[src/rtl/minion_sprite_fetch_arb.sv]
`default_nettype none
// ============================================================================
// Module   : minion_sprite_fetch_arb
// Purpose  : Shares one combinational sprite ROM port among N_REQ minion draw
//            engines. A round-robin arbiter accepts one sprite-row request at
//            a time and streams that row's SPR_W pixels out through a
//            registered valid/ready stage.
// Options  : MINION_ARB_FIXED_PRIO_EN - when defined, the lowest-index active
//            requester always wins and the round-robin pointer is removed.
// Revision : 1.0 - initial release
// ============================================================================
module minion_sprite_fetch_arb #(
  parameter int N_REQ    = 4,
  parameter int SPR_W    = 32,
  parameter int SPR_H    = 53,
  parameter int ROW_BITS = 6
) (
  input  logic                      Clk,
  input  logic                      Reset,
  input  logic [N_REQ-1:0]          req,
  input  logic [N_REQ*ROW_BITS-1:0] req_row,
  output logic [N_REQ-1:0]          gnt,
  output logic [18:0]               rom_addr,
  input  logic [2:0]                rom_data,
  output logic                      pix_valid,
  input  logic                      pix_ready,
  output logic [2:0]                pix_data,
  output logic [4:0]                pix_col,
  output logic [2:0]                pix_owner,
  output logic                      burst_done,
  output logic                      busy
);

  localparam logic [4:0]       C_LAST_COL = 5'(SPR_W - 1);
  localparam logic [N_REQ-1:0] C_ONE      = {{(N_REQ-1){1'b0}}, 1'b1};

  typedef enum logic [1:0] {
    ST_IDLE  = 2'd0,
    ST_BURST = 2'd1,
    ST_DRAIN = 2'd2
  } state_t;

  state_t              r_state;
  logic [ROW_BITS-1:0] r_row;
  logic [4:0]          r_col;
  logic [2:0]          w_win;
  logic [ROW_BITS-1:0] w_row_sel;
  logic                w_row_ok;
  logic                w_capture;
`ifndef MINION_ARB_FIXED_PRIO_EN
  logic [2:0]          r_last;
  logic                w_hi_found;
  logic [2:0]          w_hi_idx;
  logic [2:0]          w_lo_idx;
`endif

  // Winner selection: lowest active index, or, in round-robin mode, the lowest
  // active index above the last winner with wrap back to the lowest overall.
  always_comb begin
    w_win = '0;
`ifdef MINION_ARB_FIXED_PRIO_EN
    for (int j = N_REQ - 1; j >= 0; j--) begin
      if (req[j]) w_win = 3'(j);
    end
`else
    w_hi_found = 1'b0;
    w_hi_idx   = '0;
    w_lo_idx   = '0;
    for (int j = N_REQ - 1; j >= 0; j--) begin
      if (req[j]) w_lo_idx = 3'(j);
      if (req[j] && (3'(j) > r_last)) begin
        w_hi_found = 1'b1;
        w_hi_idx   = 3'(j);
      end
    end
    w_win = w_hi_found ? w_hi_idx : w_lo_idx;
`endif
  end

  // Row index belonging to the selected winner.
  always_comb begin
    w_row_sel = '0;
    for (int j = 0; j < N_REQ; j++) begin
      if (3'(j) == w_win) w_row_sel = req_row[j*ROW_BITS +: ROW_BITS];
    end
  end

  assign w_row_ok  = (32'(r_row) < 32'(SPR_H));
  assign w_capture = !pix_valid || pix_ready;
  assign busy      = (r_state != ST_IDLE);

  // ROM address; out-of-range rows park the address at zero for the burst.
  always_comb begin
    rom_addr = '0;
    if ((r_state != ST_IDLE) && w_row_ok) begin
      rom_addr = 19'(r_row) * 19'(SPR_W) + 19'(r_col);
    end
  end

  // Arbitration / burst FSM with registered grant and pixel outputs.
  always_ff @(posedge Clk) begin
    if (Reset) begin
      r_state    <= ST_IDLE;
      r_row      <= '0;
      r_col      <= '0;
      gnt        <= '0;
      pix_valid  <= 1'b0;
      pix_data   <= '0;
      pix_col    <= '0;
      pix_owner  <= '0;
      burst_done <= 1'b0;
`ifndef MINION_ARB_FIXED_PRIO_EN
      r_last     <= 3'(N_REQ - 1);
`endif
    end else begin
      gnt        <= '0;
      burst_done <= 1'b0;
      case (r_state)
        ST_IDLE: begin
          if (|req) begin
            gnt       <= C_ONE << w_win;
            r_row     <= w_row_sel;
            pix_owner <= w_win;
            r_col     <= '0;
`ifndef MINION_ARB_FIXED_PRIO_EN
            r_last    <= w_win;
`endif
            r_state   <= ST_BURST;
          end
        end
        ST_BURST: begin
          if (w_capture) begin
            pix_data  <= w_row_ok ? rom_data : 3'd0;
            pix_col   <= r_col;
            pix_valid <= 1'b1;
            // The column parks on the last pixel so the address stays put in DRAIN.
            if (r_col == C_LAST_COL) begin
              r_state <= ST_DRAIN;
            end else begin
              r_col <= r_col + 5'd1;
            end
          end
        end
        ST_DRAIN: begin
          if (pix_valid && pix_ready) begin
            pix_valid  <= 1'b0;
            burst_done <= 1'b1;
            r_state    <= ST_IDLE;
          end
        end
        default: r_state <= ST_IDLE;
      endcase
    end
  end

endmodule
`default_nettype wire
[config.mk]
export PLATFORM = sky130hd
export DESIGN_NAME = minion_sprite_fetch_arb
export DESIGN_NICKNAME = d
export VERILOG_FILES = /design/src/rtl/minion_sprite_fetch_arb.sv
export SDC_FILE = /design/constraint.sdc
export NUM_CORES = 1
export LEC_CHECK = 0
export ABC_AREA = 1
export CAP_MARGIN = 0
export CELL_PAD_IN_SITES_DETAIL_PLACEMENT = 1
export CELL_PAD_IN_SITES_GLOBAL_PLACEMENT = 2
export CORE_ASPECT_RATIO = 0.75
export CORE_MARGIN = 4
export CORE_UTILIZATION = 32
export DETAILED_ROUTE_END_ITERATION = 12
export DONT_BUFFER_PORTS = 1
export MAX_ROUTING_LAYER = met4
export PLACE_DENSITY = 0.82
export SYNTH_ARGS = -nofsm -noshare
export SYNTH_HDL_FRONTEND = slang
export SYNTH_SLANG_ARGS = --single-unit
[constraint.sdc]
create_clock -name Clk -period 1.66 [get_ports Clk]
set_input_delay 0.249 -clock Clk [delete_from_list [all_inputs] [get_ports Clk]]
set_output_delay 0.249 -clock Clk [all_outputs]
set_load 0.01 [all_outputs]
# Word level (Yosys, flattened, before mapping)
# Index checks and enable logic that the tools add are counted.
# totals
register_bits,33
inputBits,34
output_inout_bits,37
wordCells,85
# op_classes
n_addsub,2
n_lt_le_gt_ge,5
n_eq_ne,11
n_shift,1
muxes,32
bitwise_logic,3
n_reduce_logical,21
# op_table
op,n
$mux 3,8
$mux 6,4
$mux 5,3
$add 11x5->12,1
$mux 12,1
$mux 2,6
$ne 2x2->1 const B,5
$pmux 5 s2,1
$reduce_and 4->1,2
$mux 1,7
$eq 2x3->1 const A,2
$gt 1x3->1 const A,2
$gt 2x3->1 const A,2
$logic_and 1x1->1,6
$lt 6x6->1 const B,1
$pmux 2 s3,1
$reduce_bool 2->1,3
$add 5x1->5 const B,1
$eq 5x5->1 const B,1
$reduce_and 2->1,2
$reduce_or 4->1,1
$shl 1x3->4 const A,1
$eq 1x3->1 const A,1
$logic_not 3->1,1
10 further kinds,12

# Depth between registers and ports, before layout
# depth
ltp_word,12
mapped_depth,12
depth_no_buf,11

# Least setup slack after synthesis
# Ideal clock, no wire load.
# synth_timing
path_type,reg2reg
startpoint,reg r_col[0]
endpoint,reg r_col[3]
t_arrival_ns,1.365
required_ns,1.540
path_slack_ns,0.176
path_stages_with_launch,10
n_path_buf,0
period_less_slack_ns,1.484
cell_sequence,dfxtp_1 -> ha_1 -> nand2_1 -> nor2_1 -> ha_1 -> a21oi_1 -> and3_1 -> nand2_1 -> o21ai_0 -> a21oi_1
# synth_between
elab_chain_cells,4
# synth_lines
item,line_no,rtl
"start, declared",45,logic [4:0] r_col;
"start signal, assigned",140,r_col <= r_col + 5'd1;
$add 5x1->5,140,
$mux 5,137,if (r_col == C_LAST_COL) begin
$mux 5,132,if (w_capture) begin
$pmux 5 s2,118,case (r_state)
# Several ways; a longest one is shown, not always the timed one. The select of a mux whose other input is x is not followed.
# A chain may end at the register's enable or synchronous reset.

# Worst setup path in the final report
# layout_timing
startpoint,reg r_row[1]
endpoint,out rom_addr[0]
# layout_between
elab_chain_cells,3
# layout_lines
item,line_no,rtl
"start, declared",44,logic [ROW_BITS-1:0] r_row;
"start signal, assigned",122,r_row <= w_row_sel;
$lt 6x6->1,88,assign w_row_ok = (32'(r_row) < 32'(SPR_H));
$logic_and 1x1->1,95,if ((r_state != ST_IDLE) && w_row_ok) begin
$mux 12,95,
"end, declared",23,"output logic [18:0] rom_addr,"
# No other way between the ends.

==> flow_metrics.env <==
export IMPL_synth_async_sr_flop_share_pct=0
export IMPL_syn_to_final_growth_pct=23.62
export IMPL_status="complete, no violations"
export IMPL_syn_avg_cell_area_um2=7.076
export IMPL_synth_distinct_cells=31
export IMPL_num_rows=22
export IMPL_p_clk_share_pct=15.6
export IMPL_clk_pin_slew_ns=0.07
export IMPL_port_buffers=0
export IMPL_finClkSkew_ns=0.007435
export IMPL_clock_sinks=31
export IMPL_clk_path_buf_depth=2
export IMPL_fin_nets=299
export IMPL_cts_tree="yes"
export IMPL_synth_edf_count=0
export IMPL_drive_gt1_share_pct=29.92
export IMPL_path_class="reg2out"
export IMPL_synth_cells=244
export IMPL_cp_end_kind="output pin"
export IMPL_wl_mm=5.181
export IMPL_synth_seq_cells=31
export IMPL_synth_ff_type="dfxtp_1"
export IMPL_ir_worst_vdd_v=0.0005751
export IMPL_dp_hpwl_mm=3.734
export IMPL_finalInstanceArea_mm2=0.002135
export IMPL_p_switching_mw=1.828
export IMPL_hold_class="in2reg"
export IMPL_fmax_mhz=603.7
export IMPL_synth_top_area_cell="dfxtp_1"
export IMPL_die_area_mm2=0.006647
export IMPL_antenna_found_initial=0
export IMPL_synth_warnings=0
export IMPL_cts_root_buf="clkbuf_8"
export IMPL_drt_initial_drc_count=62
export IMPL_netlist_area_mm2=0.001727
export IMPL_htree_num_levels=2
export IMPL_hold_buffers=0
export IMPL_critPathLaunchType="flip-flop"
export IMPL_seqPwrFrac_pct=32.3
export IMPL_track_usage_pct=15.95
export IMPL_power_total_mw=3.810
export IMPL_yosysMostFrequentCell="nand2_1"
export IMPL_slew_viol_final=0
export IMPL_period_share_pct=99.79
export IMPL_powerDensity_mw_per_mm2=1785
export IMPL_clock_latency_ns=0.29
export IMPL_layout_min_cycle_time_ns=1.657
export IMPL_cp_required_ns=1.41
export IMPL_place_area_mm2=0.001819
export IMPL_cts_buffers=5
export IMPL_die_w_um=92.82
export IMPL_start_util_pct=34.09
export IMPL_max_cap_violations=0
export IMPL_fp_dieH_um=71.62
export IMPL_p_sw_share_pct=47.97
export IMPL_hold_viol_final=0
export IMPL_grt_pass1_vias=1623
export IMPL_avgViaCountPerCell=4.786
export IMPL_grt_max_degree=22
export IMPL_rsz0062_at_grt="yes"
export IMPL_vias=1608
export IMPL_internal_power_mw=1.982
export IMPL_cp_max_fo=5
export IMPL_core_area_mm2=0.005065
export IMPL_gp_congestion=0.8371
export IMPL_drc=0
export IMPL_fin_util_pct=42.14
export IMPL_antennaDiodeCount=0
export IMPL_grt_overflow=0
export IMPL_p_comb_share_pct=52.1
export IMPL_firstDrtPassIters=4
export IMPL_synthTopCellsByArea="dfxtp_1 (36%), nand2_1 (10%), inv_1 (6.5%)"
export IMPL_setup_viol=0
export IMPL_wl_per_cell_um=15.42
export IMPL_synthTopCellsByCount="nand2_1 (47), dfxtp_1 (31), inv_1 (30)"
export IMPL_grt_pass1_wl_mm=8.100
export IMPL_ant_nets=0
export IMPL_seq_area_frac_synth_pct=35.94
export IMPL_worstPathArrival_ns=1.41
export IMPL_ios=71
export IMPL_leakage_nw=0.9246
export IMPL_yosysTopAreaCellShare_pct=35.94
logic make-up after synthesis:
family	synth area share, %
DFF	35.94
adders and majority gates	1.449
other	0.2172
and+or+nand+nor	31.38
buffers and inverters	14.64
AOI/OAI and AO/OA	16.38
routing by layer:
| layer | global-route usage, % | vias up | part of all wire (%) |
|---|---|---|---|
| li1 | - | 807 | - |
| met4 | 6.667 | 0 | 1.4 |
| met3 | 5.247 | 7 | 6.8 |
| met5 | - | - | 0 |
| met2 | 22.98 | 53 | 45 |
| met1 | 20.46 | 741 | 47 |
worst max-delay path: stages (launching register included):
cell and delay [ns]:
dfxtp_2 0.32, inv_2 0.07, a21oi_2 0.05, o211ai_1 0.15
buf_4 0.19, buf_12 0.12, nand2_8 0.08, nor2_4 0.14
per-stage QoR:
stage | setup TNS, ns | setup WS [ns] | std cells | hold slack [ns]
floorplan | 0 | 0.1755 | 252 | 0.3831
global placement | 0 | 0.03982 | 320 | 0.3204
detailed placement | -0.006578 | -0.006578 | 320 | 0.3227
CTS | -0.07549 | -0.01543 | 330 | 0.009842
global route | -0.9802 | -0.09767 | 336 | 0.001092
finish | 0 | 0.003425 | 336 | 0.01198
layout make-up:
class	count	area, um^2
Fill cell	672	2930
Multi-Input combinational cell	171	1039
Sequential cell	31	624.3
Timing Repair Buffer	18	158.9
Inverter	36	137.6
Tap cell	72	90.09
Clock buffer	6	72.57
Clock inverter	2	12.51
path summary, 6_finish.rpt:
kind / cells after the start / endpoint / start / slack [ns]
setup / recovery: 7 / rom_addr[0] / r_row[1] / 0.003
hold / removal: 1 / r_col[0] / Reset / 0.01
setup reg to reg: 9 / r_col[3] / r_col[0] / 0.05
hold reg to reg: 2 / r_row[2] / r_row[2] / 0.46
flip-flops by register name, indices dropped and copies added (netlist names):
register / cells
burst_done: 1
pix_valid: 1
r_row: 6
gnt: 4
r_state: 2
pix_data: 3
pix_col: 5
pix_owner: 2
r_col: 5
r_last: 2
power groups by stage:
stage | Sequential [mW] | Clock, mW | Combinational, mW
2_1_floorplan | 1.19 | 0 | 1.27
3_3_place_gp | 1.22 | 0 | 1.58
3_5_place_dp | 1.23 | 0 | 1.62
4_1_cts | 1.22 | 0.613 | 1.70
5_1_grt | 1.26 | 0.656 | 2.24
6_report | 1.23 | 0.593 | 1.99
placed cells by master (no fill, tap or decap), types with 8 or more instances in the layout:
cell / synthesis / routed
buf_4: 10 / 14
nor2_1: 23 / 11
inv_2: 6 / 10
o21ai_0: 10 / 9
a21oi_1: 18 / 15
nor2_4: 1 / 10
nand3_1: 17 / 17
conb_1: 1 / 9
nor2_2: 5 / 8
nand2_1: 47 / 44
inv_1: 30 / 25
dfxtp_1: 31 / 28
repair_timing:
item,4_1_cts,5_1_grt
resized for setup,10,38
endpoints found under the setup margin,12,27
hold endpoints to repair,0,0
cloned,1,1
setup buffers,1,5
pin swaps,3,10
(Power assumes the default switching activity.)
